<file path="src/rtl/mux4_rr_arbiter_if.sv">
// Handshake bundle between four requesters and the mux arbiter.
// Requesters drive req; the arbiter returns grant, select and busy.
interface mux4_rr_arbiter_if;
  logic [3:0] req;
  logic [3:0] gnt;
  logic [1:0] sel;
  logic       busy;

  modport master (
    output req,
    input  gnt,
    input  sel,
    input  busy
  );

  modport slave (
    input  req,
    output gnt,
    output sel,
    output busy
  );
endinterface

</file>
<file path="src/rtl/mux4_rr_arbiter.sv">
// Round-robin owner arbiter driving the select of a shared 4:1 mux.
// Bounded hold time keeps a persistent requester from starving others.
module mux4_rr_arbiter #(
  parameter int unsigned MAX_HOLD = 8
) (
  input  logic              clk,
  input  logic              rst,
  mux4_rr_arbiter_if.slave  bus
);

  localparam logic [7:0] HOLD_MAX = 8'(MAX_HOLD);

  typedef enum logic {
    IDLE = 1'b0,
    BUSY = 1'b1
  } state_t;

  state_t     state;
  logic [3:0] gnt_q;
  logic [1:0] sel_q;
  logic       busy_q;
  logic [1:0] ptr;
  logic [7:0] cnt;

  logic [3:0] others;
  logic [1:0] win;
  logic       win_vld;
  logic       owner_req;
  logic       at_max;

  logic       do_grant;
  logic       do_idle;
  logic       do_wrap;
  logic       do_inc;

  assign bus.gnt  = gnt_q;
  assign bus.sel  = sel_q;
  assign bus.busy = busy_q;

  // Mux wiring takes s[0] as the high-order index bit.
  function automatic logic [1:0] sel_of(input logic [1:0] k);
    return {k[0], k[1]};
  endfunction

  // Round-robin search over pending non-owner requests from ptr.
  always_comb begin
    logic [1:0] idx;
    others  = bus.req & ~gnt_q;
    win     = ptr;
    win_vld = 1'b0;
    idx     = ptr;
    for (int i = 3; i >= 0; i--) begin
      idx = ptr + 2'(i);
      if (others[idx]) begin
        win     = idx;
        win_vld = 1'b1;
      end
    end
  end

  assign owner_req = |(bus.req & gnt_q);
  assign at_max    = (cnt == HOLD_MAX);

  // Decode the action taken at the next edge.
  always_comb begin
    do_grant = 1'b0;
    do_idle  = 1'b0;
    do_wrap  = 1'b0;
    do_inc   = 1'b0;
    unique case (state)
      IDLE: begin
        do_grant = win_vld;
      end
      BUSY: begin
        do_grant = win_vld &
                   (~owner_req | at_max);
        do_idle  = ~owner_req & ~win_vld;
        do_wrap  = owner_req & at_max &
                   ~win_vld;
        do_inc   = owner_req & ~at_max;
      end
      default: ;
    endcase
  end

  // Owner FSM with registered grant, select and busy.
  always_ff @(posedge clk or posedge rst) begin
    if (rst) begin
      state  <= IDLE;
      gnt_q  <= 4'b0000;
      sel_q  <= 2'b00;
      busy_q <= 1'b0;
      ptr    <= 2'd0;
      cnt    <= 8'd0;
    end else begin
      unique case (1'b1)
        do_grant: begin
          state  <= BUSY;
          gnt_q  <= 4'b0001 << win;
          sel_q  <= sel_of(win);
          busy_q <= 1'b1;
          ptr    <= win + 2'd1;
          cnt    <= 8'd1;
        end
        do_idle: begin
          state  <= IDLE;
          gnt_q  <= 4'b0000;
          busy_q <= 1'b0;
        end
        do_wrap: begin
          cnt <= 8'd1;
        end
        do_inc: begin
          cnt <= cnt + 8'd1;
        end
        default: ;
      endcase
    end
  end

endmodule

</file>
<file path="src/flat_wrapper.sv">
// flat-port wrapper written by rule: the top's interface ports become plain ports
module mux4_rr_arbiter_flat 
#(
  parameter int unsigned MAX_HOLD = 8
)
  (clk, rst, bus_req, bus_gnt, bus_sel, bus_busy);
  mux4_rr_arbiter_if bus_i ();
  input  logic clk;
  input  logic rst;
  input wire logic [$bits(bus_i.req)-1:0] bus_req;
  output wire logic [$bits(bus_i.gnt)-1:0] bus_gnt;
  output wire logic [$bits(bus_i.sel)-1:0] bus_sel;
  output wire logic [$bits(bus_i.busy)-1:0] bus_busy;
  assign bus_i.req = bus_req;
  assign bus_gnt = bus_i.gnt;
  assign bus_sel = bus_i.sel;
  assign bus_busy = bus_i.busy;
  mux4_rr_arbiter #(.MAX_HOLD(MAX_HOLD)) u_core (.clk(clk), .rst(rst), .bus(bus_i));
endmodule
</file>
<file path="config.mk">
export PLATFORM = sky130hd
export DESIGN_NAME = mux4_rr_arbiter_flat
export DESIGN_NICKNAME = d
export VERILOG_FILES = /design/src/rtl/mux4_rr_arbiter_if.sv /design/src/rtl/mux4_rr_arbiter.sv /design/src/flat_wrapper.sv
export SDC_FILE = /design/constraint.sdc
export NUM_CORES = 1
export LEC_CHECK = 0
export BUFFER_PORTS_ARGS = -buffer_cell sky130_fd_sc_hd__clkbuf_2
export CORE_AREA = 4 4 54 56
export CTS_CLUSTER_SIZE = 8
export DETAILED_ROUTE_END_ITERATION = 7
export DIE_AREA = 0 0 58 60
export PLACE_DENSITY_LB_ADDON = 0.25
export SYNTH_ARGS = -nofsm -noshare
export SYNTH_HDL_FRONTEND = slang
export SYNTH_SLANG_ARGS = --single-unit
</file>
<file path="constraint.sdc">
create_clock -name clk -period 4.2 [get_ports clk]
set_input_delay 0.84 -clock clk [delete_from_list [all_inputs] [get_ports clk]]
set_output_delay 0.84 -clock clk [all_outputs]
set_load 0.005 [all_outputs]
</file>
* Yosys cells after proc, flatten, opt, wreduce, memory -nomap -nowiden
Index checks and enable logic that the tools add are counted.
** Storage, ports and cells
- Bits of input ports :: 6
- Output and inout bits :: 7
- Register bits :: 17
- Logic and storage cells :: 56
** Cells by class
- Eq/ne operators :: 1
- Shift-type cells :: 1
- $add $sub $neg :: 5
- Muxes and demuxes :: 23
- Reduce and logical (&&, ||, !) cells :: 4
- Bitwise gates (word level) :: 13
- $lt $le $gt $ge :: 4
** Operators with widths (count)
- one-hot mux 8 bit (2 select lines) :: 1
- < comparator 2 x 3 -> 1 bit (second input constant) :: 4
- 2-to-1 mux 1 bit :: 11
- adder 8 x 1 -> 8 bit (second input constant) :: 1
- AND 4 bit :: 2
- binary-select mux 1 bit (select 2 bit) :: 4
- equality test 8 x 4 -> 1 bit (second input constant) :: 1
- 2-to-1 mux 2 bit :: 4
- one-hot mux 4 bit (2 select lines) :: 1
- AND 1 bit :: 5
- adder 2 x 1 -> 2 bit (second input constant) :: 2
- adder 2 bit (second input constant) :: 2
- NOT 1 bit :: 4
- NOT 4 bit :: 1
- one-hot mux 1 bit (2 select lines) :: 2
- nonzero test 2 bit :: 2
- OR reduction 4 bit :: 1
- left shift 1 x 2 -> 4 bit (first input constant) :: 1
- OR reduction 2 bit :: 1
- bitwise OR 1 bit :: 1

* Logic depth before layout (Yosys ltp)
- Word-level depth :: 13
- Gate-level depth with buffers :: 8
- Mapped depth without buffers :: 8

* Least setup slack after synthesis
Ideal clock, no wire load.
- Kind :: in2reg
- Start point :: input bus_req[2]
- End point :: register u_core.ptr[1]
- Data required time :: 4075 ps
- Slack :: 2053 ps
- Path buffers :: 0
- Data arrival time :: 2022 ps
- Stages on the path :: 6
- Library setup time :: 125 ps
- Path through :: and2b_2 -> nor2_1 -> nand2_1 -> a21oi_1 -> ha_1 -> mux2_4
** Between the ends
- Elaborated cells on any way between the ends :: 24
- Those cells by class :: 1 x add/sub; 17 x mux; 5 x bitwise; 1 x reduce/logical
** RTL lines
- from (decl) :: line flat_wrapper.sv:10 : input wire logic [$bits(bus_i.req)-1:0] bus_req;
- AND 4 bit (*) :: line mux4_rr_arbiter.sv:48 : others = bus.req & ~gnt_q;
- binary-select mux 1 bit (select 2 bit) :: line mux4_rr_arbiter.sv:54 : if (others[idx]) begin
- 2-to-1 mux 1 bit (implied by the code) :: line mux4_rr_arbiter.sv:54
- 2-to-1 mux 2 bit (3 in series) :: line mux4_rr_arbiter.sv:54
- 2-to-1 mux 2 bit (*) :: line mux4_rr_arbiter.sv:54
- via u_core.win[0] :: line mux4_rr_arbiter.sv:26 : logic [1:0] win;
- adder 2 x 1 -> 2 bit (*) :: line mux4_rr_arbiter.sv:102 : ptr <= win + 2'd1;
- to (signal assigned) :: line mux4_rr_arbiter.sv:102
- to (decl) :: line mux4_rr_arbiter.sv:22 : logic [1:0] ptr;
The timed path passes the listed nets; every way through them passes the cells marked *. The select of a mux whose other input is x is not followed.
A chain may end at the register's enable or synchronous reset.

* Worst setup path after layout
- Start point :: input bus_req[1]
- End point :: register u_core.ptr[1]
Same word-level chain as after synthesis.

==> impl_metrics.toml <==
[detailed_routing]
drtPass1Iterations = 4
via_count = 893
ant_nets = 0
drt_wl_total_um = 2250
remaining_drc_errors = 0
vias_per_cell = 5.76
detail_route.wl_per_cell_um = 14.5
drt_iter0_drc = 37

[floorplan]
num_rows = 18
die_w_um = 58
dieArea_um2 = 3480
pin_count = 13
core-area_um2 = 2430
start_util_pct = 43.4
die_y_um = 60

[setup_path]
crit_type = "in -> reg"
cp.arrival_ps = 2250
cp.required_ps = 4390
critPathMaxFanout = 5
start_kind = "input pin"
crit_path_end_kind = "flop"

[synthesis]
yosys_warnings = 0
netlist_instances = 110
synth_top_family_by_area = "compound AO/OA/AOI/OAI gates"
yosysSeqAreaShare_pct = 40.3
synth.top_cell.area_share_pct = 40.3
synth_compound_area_share_pct = 24.1
synthTopCellsByCount = "17 x dfrtp_1, 12 x a21oi_1, 10 x nand2_1"
ys_types = 32
yosys-top-cells-area = "dfrtp_1 40%, ha_1 7.1%, a21oi_1 5.7%, a31oi_1 4.7%, nand2_1 3.6%"
yosys_most_used_dff = "dfrtp_1"
synth_nets = 122
ys_ff_latch = 17
synth-xor-area-share_pct = 0.829
yosys.area.top_type = "dfrtp_1"
avgSynthCellArea_um2 = 9.60
yosysMostFrequentCell = "dfrtp_1"
async_flop_share_pct = 100
synth_mux_area_share_pct = 2.84
synth_edf_count = 0
syn_area_um2 = 1060
yosys.area_share.adder_pct = 7.11
synthSimpleGateAreaFrac_pct = 21.7

[clock_network]
cts_hold_buf = 0
clockRootBuffer = "clkbuf_4"
clkLatencyLatePin_ps = 300
postCtsSetupRepairBufs = 0
cts_tree = "built"
cts.sinks = 17
cts_resized = 0
numCtsBuffers = 3
clkSlewWorstSetupHoldPaths_ps = 100
clk_path_buf_depth = 2
clock_tree.htree_level_count = 1

[flow_run]
maxCapViolations = 0

[finish]
nFillCells = 231
finalNetCount = 138
drive_gt1_share_pct = 20.8
area_growth_pct = 10.7
antenna_cells = 0

[global_routing]
grt_pass1_wl_um = 3840
grt_usage_pct = 14.2
grt-ovfl-total = 0
grt_pass1_vias = 859
grt_max_degree = 18
antenna_found_initial = 0

[pwr]
irDropWorstVdd_mv = 0.319
leakagePower_nw = 0.559
p_per_area_nw_per_um2 = 664
power_w = 0.000776

[sta]
fmax_mhz = 487
setup_ws_ps = 2150
period_needed_ps = 2050
post-route-period-util_pct = 48.9
relSlewSlack_pct = 55.7
fin_setup_tns_ps = 0
hold_violations = 0
slew_violations = 0
rsz0062_at_grt = "false"
worst_pin_slew_ps = 664
fin_skew_ps = 7.84
final-setup-viol-count = 0

[placed_design]
io_buffers = 12
place_hpwl_um = 1670
gp_congestion = 0.914
place_ws_ps = 1830

[hold_path]
holdCritPathClass = "reg -> reg"

[status]
outcome = "completed"
==> where the power goes <==
part           internal (W)  leakage, nW  switching [W]
Clock             0.0000370       0.0150      0.0000536
Sequential         0.000213        0.216      0.0000554
Combinational      0.000194        0.328       0.000222
==> metal layers <==
layer	vias to the layer above	wire (µm)	track usage, %
li1	439	-	-
met1	439	995	15.6
met2	13	1150	27.1
met3	2	90	4.54
met4	0	13	1.99
met5	-	0	0
==> kinds of logic (layout without fill, tap and decap cells) <==
group                      count (synthesis)  in the layout
and+or+nand+nor                           41             41
AOI/OAI and AO/OA                         36             36
DFF                                       17             17
buffers and inverters                      7             22
adders and majority gates                  6              6
muxes                                      2              2
xor gates and xnor gates                   1              1
==> worst max-delay path: stages <==
cell and delay [ps]:
clkbuf_2 100, and2b_2 200, nor2_1 360, a21oi_1 170
ha_1 320, mux2_4 250
==> cell type report <==
class,count,area [µm²],share of cell area [%]
Tap cell,30,37.5,3.21
Inverter,6,22.5,1.93
Timing Repair Buffer,12,60.1,5.14
Clock buffer,4,26.3,2.25
Sequential cell,17,425,36.4
Multi-Input combinational cell,86,597,51.1
==> registers in the layout, indices dropped and copies added (netlist names) <==
name,cells
u_core.cnt,8
u_core.ptr,2
u_core.bus.sel,2
u_core.bus.busy,1
u_core.bus.gnt,4
==> per-stage QoR <==
step,hold WS [ps],utilization (%),std cells,area (µm²)
3_5_place_dp,480,47.0,151,1140
4_1_cts,500,48.0,155,1170
3_3_place_gp,472,47.0,151,1140
6_report,498,48.0,155,1170
5_1_grt,518,48.0,155,1170
2_1_floorplan,453,-,110,1060
==> final timing paths <==
| check | end | depth (start not counted) | start | slack (ps) |
|---|---|---|---|---|
| hold / removal | u_core.cnt[7] | 1 | u_core.cnt[7] | 500 |
| min in group asynchronous | u_core.bus.sel[1] | 2 | rst | 600 |
| max in group asynchronous | u_core.cnt[1] | 2 | rst | 3170 |
| setup reg to reg | u_core.bus.sel[0] | 7 | u_core.cnt[0] | 2270 |
| setup / recovery | u_core.ptr[1] | 6 | bus_req[1] | 2150 |
| hold reg to reg | u_core.cnt[7] | 1 | u_core.cnt[7] | 500 |
==> layout by cell type, fill, tap and decap left out, types with 2 or more instances in the layout <==
cell type  instances
dfrtp_1           17
a21oi_1           12
clkbuf_2          12
nand2_1           10
nor2_1             9
a31oi_1            8
nand3_1            6
inv_1              6
ha_1               6
nand2b_1           4
and2b_2            3
o21ai_0            3
clkbuf_4           3
a22oi_1            2
mux2_4             2
a22o_1             2
nor3_1             2
and3_1             2
Note: power is estimated with default switching activity, not from simulation.
